`src/rtl/mult_control.sv`:
```
// Sequential shift-add controller for a 32x32 unsigned multiplier, with the mult_alu step inlined.
// Optional feature: define MULT_ZERO_SKIP_EN to bypass RUN when either operand is zero.
module mult_control #(
  parameter int unsigned N_STEPS = 32
) (
  input  logic        clk,
  input  logic        rst,
  input  logic        start,
  input  logic [31:0] multiplicand,
  input  logic [31:0] multiplier,
  output logic        busy,
  output logic        done,
  output logic [31:0] result_hi,
  output logic [31:0] result_lo,
  output logic        range_err
);

  localparam int unsigned W  = 32;
  localparam int unsigned CW = 6;

  typedef enum logic [1:0] {IDLE, RUN, DONE} state_t;

  state_t         state, state_d;
  logic [W-1:0]   prod, prod_d;
  logic [W-1:0]   mplr, mplr_d;
  logic [W-1:0]   mcand, mcand_d;
  logic [CW-1:0]  cnt, cnt_d;
  logic           busy_d, done_d, range_err_d;
  logic [W-1:0]   result_hi_d, result_lo_d;

  logic           alu_sign;
  logic [W-1:0]   sum;
  logic [W-1:0]   product_res;
  logic [W-1:0]   multipliar_res;
  logic           zero_op;

  // One ALU step: conditional add (carry-out dropped), then shift {hi,lo} right by one.
  always_comb begin
    alu_sign       = mplr[0];
    sum            = alu_sign ? W'(prod + mcand) : prod;
    product_res    = {1'b0, sum[W-1:1]};
    multipliar_res = {sum[0], mplr[W-1:1]};
  end

`ifdef MULT_ZERO_SKIP_EN
  assign zero_op = (multiplicand == '0) || (multiplier == '0);
`else
  assign zero_op = 1'b0;
`endif

  // Next-state and next-output logic.
  always_comb begin
    state_d     = state;
    prod_d      = prod;
    mplr_d      = mplr;
    mcand_d     = mcand;
    cnt_d       = cnt;
    busy_d      = 1'b0;
    done_d      = 1'b0;
    result_hi_d = result_hi;
    result_lo_d = result_lo;
    range_err_d = range_err;

    case (state)
      IDLE, DONE: begin
        state_d = IDLE;
        if (start) begin
          prod_d  = '0;
          mplr_d  = multiplier;
          mcand_d = multiplicand;
          cnt_d   = '0;
          if (zero_op) begin
            state_d     = DONE;
            done_d      = 1'b1;
            result_hi_d = '0;
            result_lo_d = '0;
            range_err_d = 1'b0;
          end else begin
            state_d     = RUN;
            busy_d      = 1'b1;
            range_err_d = multiplicand[W-1];
          end
        end
      end
      RUN: begin
        prod_d = product_res;
        mplr_d = multipliar_res;
        cnt_d  = cnt + CW'(1);
        if (cnt == CW'(N_STEPS - 1)) begin
          // Results load on the final step so they are valid with done.
          state_d     = DONE;
          done_d      = 1'b1;
          result_hi_d = product_res;
          result_lo_d = multipliar_res;
        end else begin
          busy_d = 1'b1;
        end
      end
      default: state_d = IDLE;
    endcase
  end

  always_ff @(posedge clk) begin
    if (rst) begin
      state     <= IDLE;
      prod      <= '0;
      mplr      <= '0;
      mcand     <= '0;
      cnt       <= '0;
      busy      <= 1'b0;
      done      <= 1'b0;
      result_hi <= '0;
      result_lo <= '0;
      range_err <= 1'b0;
    end else begin
      state     <= state_d;
      prod      <= prod_d;
      mplr      <= mplr_d;
      mcand     <= mcand_d;
      cnt       <= cnt_d;
      busy      <= busy_d;
      done      <= done_d;
      result_hi <= result_hi_d;
      result_lo <= result_lo_d;
      range_err <= range_err_d;
    end
  end

endmodule

```
`config.mk`:
```
export PLATFORM = sky130hd
export DESIGN_NAME = mult_control
export DESIGN_NICKNAME = d
export VERILOG_FILES = /design/src/rtl/mult_control.sv
export SDC_FILE = /design/constraint.sdc
export NUM_CORES = 1
export LEC_CHECK = 0
export CORE_ASPECT_RATIO = 1.75
export CORE_MARGIN = 2
export CORE_UTILIZATION = 48
export DETAILED_ROUTE_END_ITERATION = 7
export PLACE_DENSITY = 0.77
export SLEW_MARGIN = 20
export SYNTH_ARGS = -nofsm -noshare
export SYNTH_HDL_FRONTEND = slang
export SYNTH_SLANG_ARGS = --single-unit
```
`constraint.sdc`:
```
create_clock -name clk -period 2.8 [get_ports clk]
set_clock_uncertainty 0.1 [all_clocks]
set_input_delay 0.56 -clock clk [delete_from_list [all_inputs] [get_ports clk]]
set_output_delay 0.56 -clock clk [all_outputs]
set_load 0.005 [all_outputs]
```
Yosys cells after proc, flatten, opt, wreduce, memory -nomap -nowiden
Index checks and enable logic that the tools add are counted.
{ "word_totals": {"out_inout_bits": 67, "register_bits": 170, "in_bits": 67} }
{ "classes": {"n_bitwise": 1, "n_mux": 14, "addsub": 2, "n_eq_ne": 5, "reduce_logical": 7} }
{ "op_table": {"columns": ["op", "n"], "rows": [
  ["$pmux 32 s2", 2],
  ["$mux 32", 3],
  ["$add 32x32->32", 1],
  ["$pmux 6 s2", 1],
  ["$add 6x1->6 const B", 1],
  ["$eq 6x5->1 const B", 1],
  ["$mux 6", 1],
  ["$reduce_and 2->1", 3],
  ["$mux 1", 4],
  ["$ne 2x2->1 const B", 2],
  ["$pmux 2 s2", 1],
  ["$reduce_or 2->1", 2],
  ["$eq 2x1->1 const B", 1],
  ["$eq 2x2->1 const B", 1],
  ["$logic_not 2->1", 1],
  ["$mux 2", 1],
  ["$pmux 1 s2", 1],
  ["$reduce_bool 2->1", 1],
  ["$not 1->1", 1]
]} }

Depth between registers and ports, before layout
{ "logic_depth": {"ltp_word": 4, "mapped_depth": 11, "ltp_nobuf": 11} }

Least setup slack after synthesis
Ideal clock, no wire load.
{ "synth_timing": {"kind": "register to register", "start": "reg prod[0]", "end": "reg prod[19]", "stages_incl_launch_ff": 12, "slack_ps": 160, "required_ps": 2572, "n_path_buf": 0, "arrival_ps": 2413, "cell_sequence": "dfxtp_1 ha_1 fa_1 a21o_1 a31oi_1 o21ai_1 a21oi_1 nor4_1 or3_1 a31oi_1 a2bb2oi_1 nor2_1"} }
{ "synth_between": {"elab_chain_len": 3} }
{ "synth_rtl": {"columns": ["element", "line", "source"], "rows": [
  ["start, declared", "24", "logic [W-1:0] prod, prod_d;"],
  ["start signal, assigned", "117", "prod <= prod_d;"],
  ["$add 32x32->32", "40", "sum = alu_sign ? W'(prod + mcand) : prod;"],
  ["$mux 32", "40", null],
  ["$pmux 32 s2", "64", "case (state)"]
]} }
No other way between the ends.
A chain may end at the register's enable or synchronous reset.

Worst setup path in the final report
{ "layout_timing": {"start": "reg prod[1]", "end": "reg result_hi[21]"} }
{ "layout_between": {"elab_chain_len": 2} }
{ "layout_rtl": {"columns": ["element", "line", "source"], "rows": [
  ["$add 32x32->32", "40", null],
  ["$mux 32", "40", null],
  ["end signal, assigned", "123", "result_hi <= result_hi_d;"],
  ["end, declared", "13", "output logic [31:0] result_hi,"]
]} }
No other way between the ends.

==> PnR_summary.wiki <==
{| class="wikitable"
! Metric !! Value
|-
| Mux contribution to synthesized area || 1.76%
|-
| Fraction of the mapped netlist area in adder cells || 5.23%
|-
| Number of diodes || 0
|-
| Detailed Route WL || 22,300 µm
|-
| Most frequent cell after synthesis || sky130_fd_sc_hd__nand2_1
|-
| Final weighted congestion of routability-driven global placement || 0.970
|-
| Top cells by area, synth || sky130_fd_sc_hd__dfxtp_1, sky130_fd_sc_hd__nand2_1, sky130_fd_sc_hd__a21oi_1, sky130_fd_sc_hd__ha_1, sky130_fd_sc_hd__a22oi_1
|-
| Master of the slowest instance on the critical path || sky130_fd_sc_hd__fa_2
|-
| Die X-Extent || 102 µm
|-
| Wire length of the first global-routing pass || 35,400 µm
|-
| Outcome || complete, no violations
|-
| Final setup violation count || 0
|-
| Average detailed-routed wire length per instance || 16.5 µm
|-
| Post-CTS clock slew at the launch and capture registers of the worst setup and hold paths || 0.07 ns
|-
| Number of I/O pins || 134
|-
| Power per Cell Area || 529 nW/µm²
|-
| Count of flip-flops with a built-in enable after synthesis || 0
|-
| Detail-routed via count per cell || 5.66
|-
| Residual overflow from global routing || 0
|-
| Final TNS setup || 0 ns
|-
| Clock tree from TritonCTS || yes
|-
| Post-route antenna net violation count || 0
|-
| Placeable core region || 16,400 µm²
|-
| Synth cell types || 70
|-
| Leakage component of the power || 3.78 nW
|-
| Worst path cell trace || buf_4 -> fa_2 -> a21o_1 -> a31oi_1 -> buf_4 -> o21a_1 -> buf_4 -> nor2_1 -> a21oi_1 -> xnor2_1 -> mux2_2 -> nor2_1 -> nor3_1
|-
| Setup crit start kind || register
|-
| Most frequent cells after synthesis || sky130_fd_sc_hd__nand2_1, sky130_fd_sc_hd__dfxtp_1, sky130_fd_sc_hd__a21oi_1
|-
| Initial core utilization || 49.1%
|-
| Total clock buffers created by CTS || 17
|-
| Slowest cell delay on critical path || 0.38 ns
|-
| Clock sink count || 168
|-
| Share of post-route cells with drive strength above 1 || 11.3%
|-
| Average size of a mapped cell || 8.09 µm²
|-
| Syn nets || 1,093
|-
| Level count of the clock H-tree || 4
|-
| Die Y || 175 µm
|-
| Pin count of the biggest net entering global routing || 61
|-
| Ys flop type || sky130_fd_sc_hd__dfxtp_1
|-
| Final max-slew violation count || 0
|-
| Setup repair after global routing missed its margin || true
|-
| Critical path required time || 2.99 ns
|-
| Number of max-cap violations || 0
|-
| Number of optimization iterations in the first detailed-route pass || 5
|-
| Crit path kind || register to register
|-
| FP Rows || 62
|-
| Most repeated library cell on the critical path || sky130_fd_sc_hd__buf_4
|-
| Flip-flop and latch count after synthesis || 168
|-
| Antenna violations before repair || 0
|-
| Slew margin rel. || 61.4%
|-
| Gate count after technology mapping || 993
|-
| DRC marker count from the first detailed-route iteration || 344
|-
| CTS hold repair buffers || 0
|-
| Post-synthesis instance area || 8030 µm²
|-
| DPL Wire Length || 15,300 µm
|-
| Area share of the largest cell type after synthesis || 41.9%
|-
| Count of endpoints failing hold in the final timing report || 0
|-
| Largest family of logic cells by synthesized area || compound AO/OA/AOI/OAI gates
|-
| GRT Resource Usage Total || 24.8%
|-
| Number of global-route vias before repair || 7,645
|-
| Clock root cell || sky130_fd_sc_hd__clkbuf_16
|-
| Crit-path max FO || 3
|-
| Final #Nets || 1,221
|-
| Worst slew pin tran || 0.578 ns
|-
| Final WS setup || 0.0948 ns
|-
| Worst EP arrival || 2.89 ns
|-
| Number of warning messages in the yosys log || 0
|-
| Period utilisation layout || 96.6%
|-
| Relative area change from synthesis to final layout || 31.1%
|-
| Clock latency on the worst-skew pair || 0.42 ns
|-
| Post-route minimum period || 2.71 ns
|-
| Count of vias placed by the detailed router || 7,669
|-
| Post-synthesis cell type with the largest combined area || sky130_fd_sc_hd__dfxtp_1
|-
| Synthesized-area fraction occupied by and/or/nand/nor cells || 19.9%
|-
| Type of the most critical hold path || register to register
|-
| Number of standard cells in the layout, taps in and fillers out || 1,356
|-
| Worst-case hold slack || 0.354 ns
|-
| Post-Place Cells || 1,322
|-
| Setup Slack @ Placement || -0.0400 ns
|-
| Compound-cell area share of the yosys netlist || 24.3%
|-
| Number of buffers on the longest clock path || 2
|-
| Die area || 17,800 µm²
|-
| # port buffers || 132
|-
| Endpoint kind of the worst setup timing path || register
|-
| Fraction of synthesized cell area in xor and xnor cells || 2.29%
|-
| Share of the yosys chip area belonging to registers || 41.9%
|-
| Fmax achieved || 370 MHz
|-
| Worst VDD drop || 362 µV
|-
| # DRC || 0
|-
| Async S/R FF share, synth || 0%
|}
per-stage QoR:
step | area, µm² | util, % | power, W
5_1_grt | 10500 | 64.4 | 0.00577
2_1_floorplan | 8030 | - | 0.00291
4_1_cts | 10300 | 62.9 | 0.00559
6_report | 10500 | 64.4 | 0.00557
3_3_place_gp | 9690 | 59.2 | 0.00313
3_5_place_dp | 9690 | 59.2 | 0.00314
sequential cells by signal, summed over array words and instances, names as in the netlist, 2 cells and up:
register / cells
result_hi: 31
result_lo: 32
cnt: 6
mplr: 32
mcand: 31
state: 2
prod: 31
layout make-up:
class / instances / area, µm²
Fill cell: 1420 / 5830
Multi-Input combinational cell: 746 / 4510
Sequential cell: 168 / 3380
Timing Repair Buffer: 179 / 1730
Clock buffer: 17 / 425
Tap cell: 224 / 280
Clock inverter: 13 / 183
Inverter: 9 / 33.8
path summary, 6_finish.rpt:
path,from,to,slack (ns),cells past startpoint
worst max-delay path,prod[1],result_hi[21],0.09,13
worst min-delay path,result_lo[21],result_lo[21],0.35,2
worst max register to register,prod[1],result_hi[21],0.09,13
worst min register to register,result_lo[21],result_lo[21],0.35,2
power by group:
| group | internal, W | total, W | switching (W) |
|---|---|---|---|
| sequential | 0.00246 | 0.00252 | 0.0000593 |
| clock | 0.00143 | 0.00246 | 0.00104 |
| combinational | 0.000256 | 0.000589 | 0.000333 |
layer usage:
metal | wire (µm) | vias to the layer above | global-route usage (%)
met3 | 1020 | 58 | 4.88
met1 | 8510 | 3643 | 26.0
met2 | 12100 | 215 | 46.5
met4 | 744 | 0 | 10.4
li1 | - | 3753 | -
met5 | 0 | - | 0
layout by cell type, fill, tap and decap left out, drive strengths merged, types with 4 or more instances in the layout:
cell type / synthesis / routed
or3: 7 / 7
nand2: 207 / 207
nand2b: 5 / 5
nand3: 14 / 14
nor2: 67 / 67
xor2: 6 / 6
o211ai: 6 / 6
nor4: 4 / 4
a31oi: 8 / 8
and3: 4 / 4
ha: 32 / 32
clkdlybuf4s50: 0 / 131
mux2i: 13 / 13
o21ai: 37 / 37
clkbuf: 54 / 17
o31ai: 6 / 6
a211oi: 29 / 29
dfxtp: 168 / 168
a22oi: 34 / 34
o21a: 5 / 5
buf: 16 / 48
a21o: 8 / 8
and4: 4 / 4
inv: 8 / 16
a311oi: 5 / 5
xnor2: 15 / 15
a21oi: 153 / 153
nand4: 6 / 6
nor2b: 19 / 19
nor3: 12 / 12
critical path: cells and delay by family, from the launching register on:
family | cells | cell delay, ns
flip-flops | 1 | 0.36
XOR/XNOR | 1 | 0.14
adder cells (fa/ha/maj) | 1 | 0.38
buffers and inverters | 3 | 0.41
AO/OA/AOI/OAI | 4 | 0.70
multiplexers | 1 | 0.29
AND/OR/NAND/NOR | 3 | 0.21
logic make-up (layout without fill, tap and decap cells):
| group | after synthesis | in the layout |
|---|---|---|
| muxes | 14 | 14 |
| DFF | 168 | 168 |
| other | 1 | 1 |
| and+or+nand+nor | 363 | 363 |
| adders and majority gates | 33 | 33 |
| xor gates and xnor gates | 21 | 21 |
| AOI/OAI and AO/OA | 314 | 314 |
| buffers and inverters | 79 | 218 |
repair_timing:
item / in CTS / in global routing
setup buffers: 0 / 4
resized for setup: 1 / 39
pin swaps: 0 / 18
setup endpoints to repair: 1 / 26
Note: power is estimated with default switching activity, not from simulation.
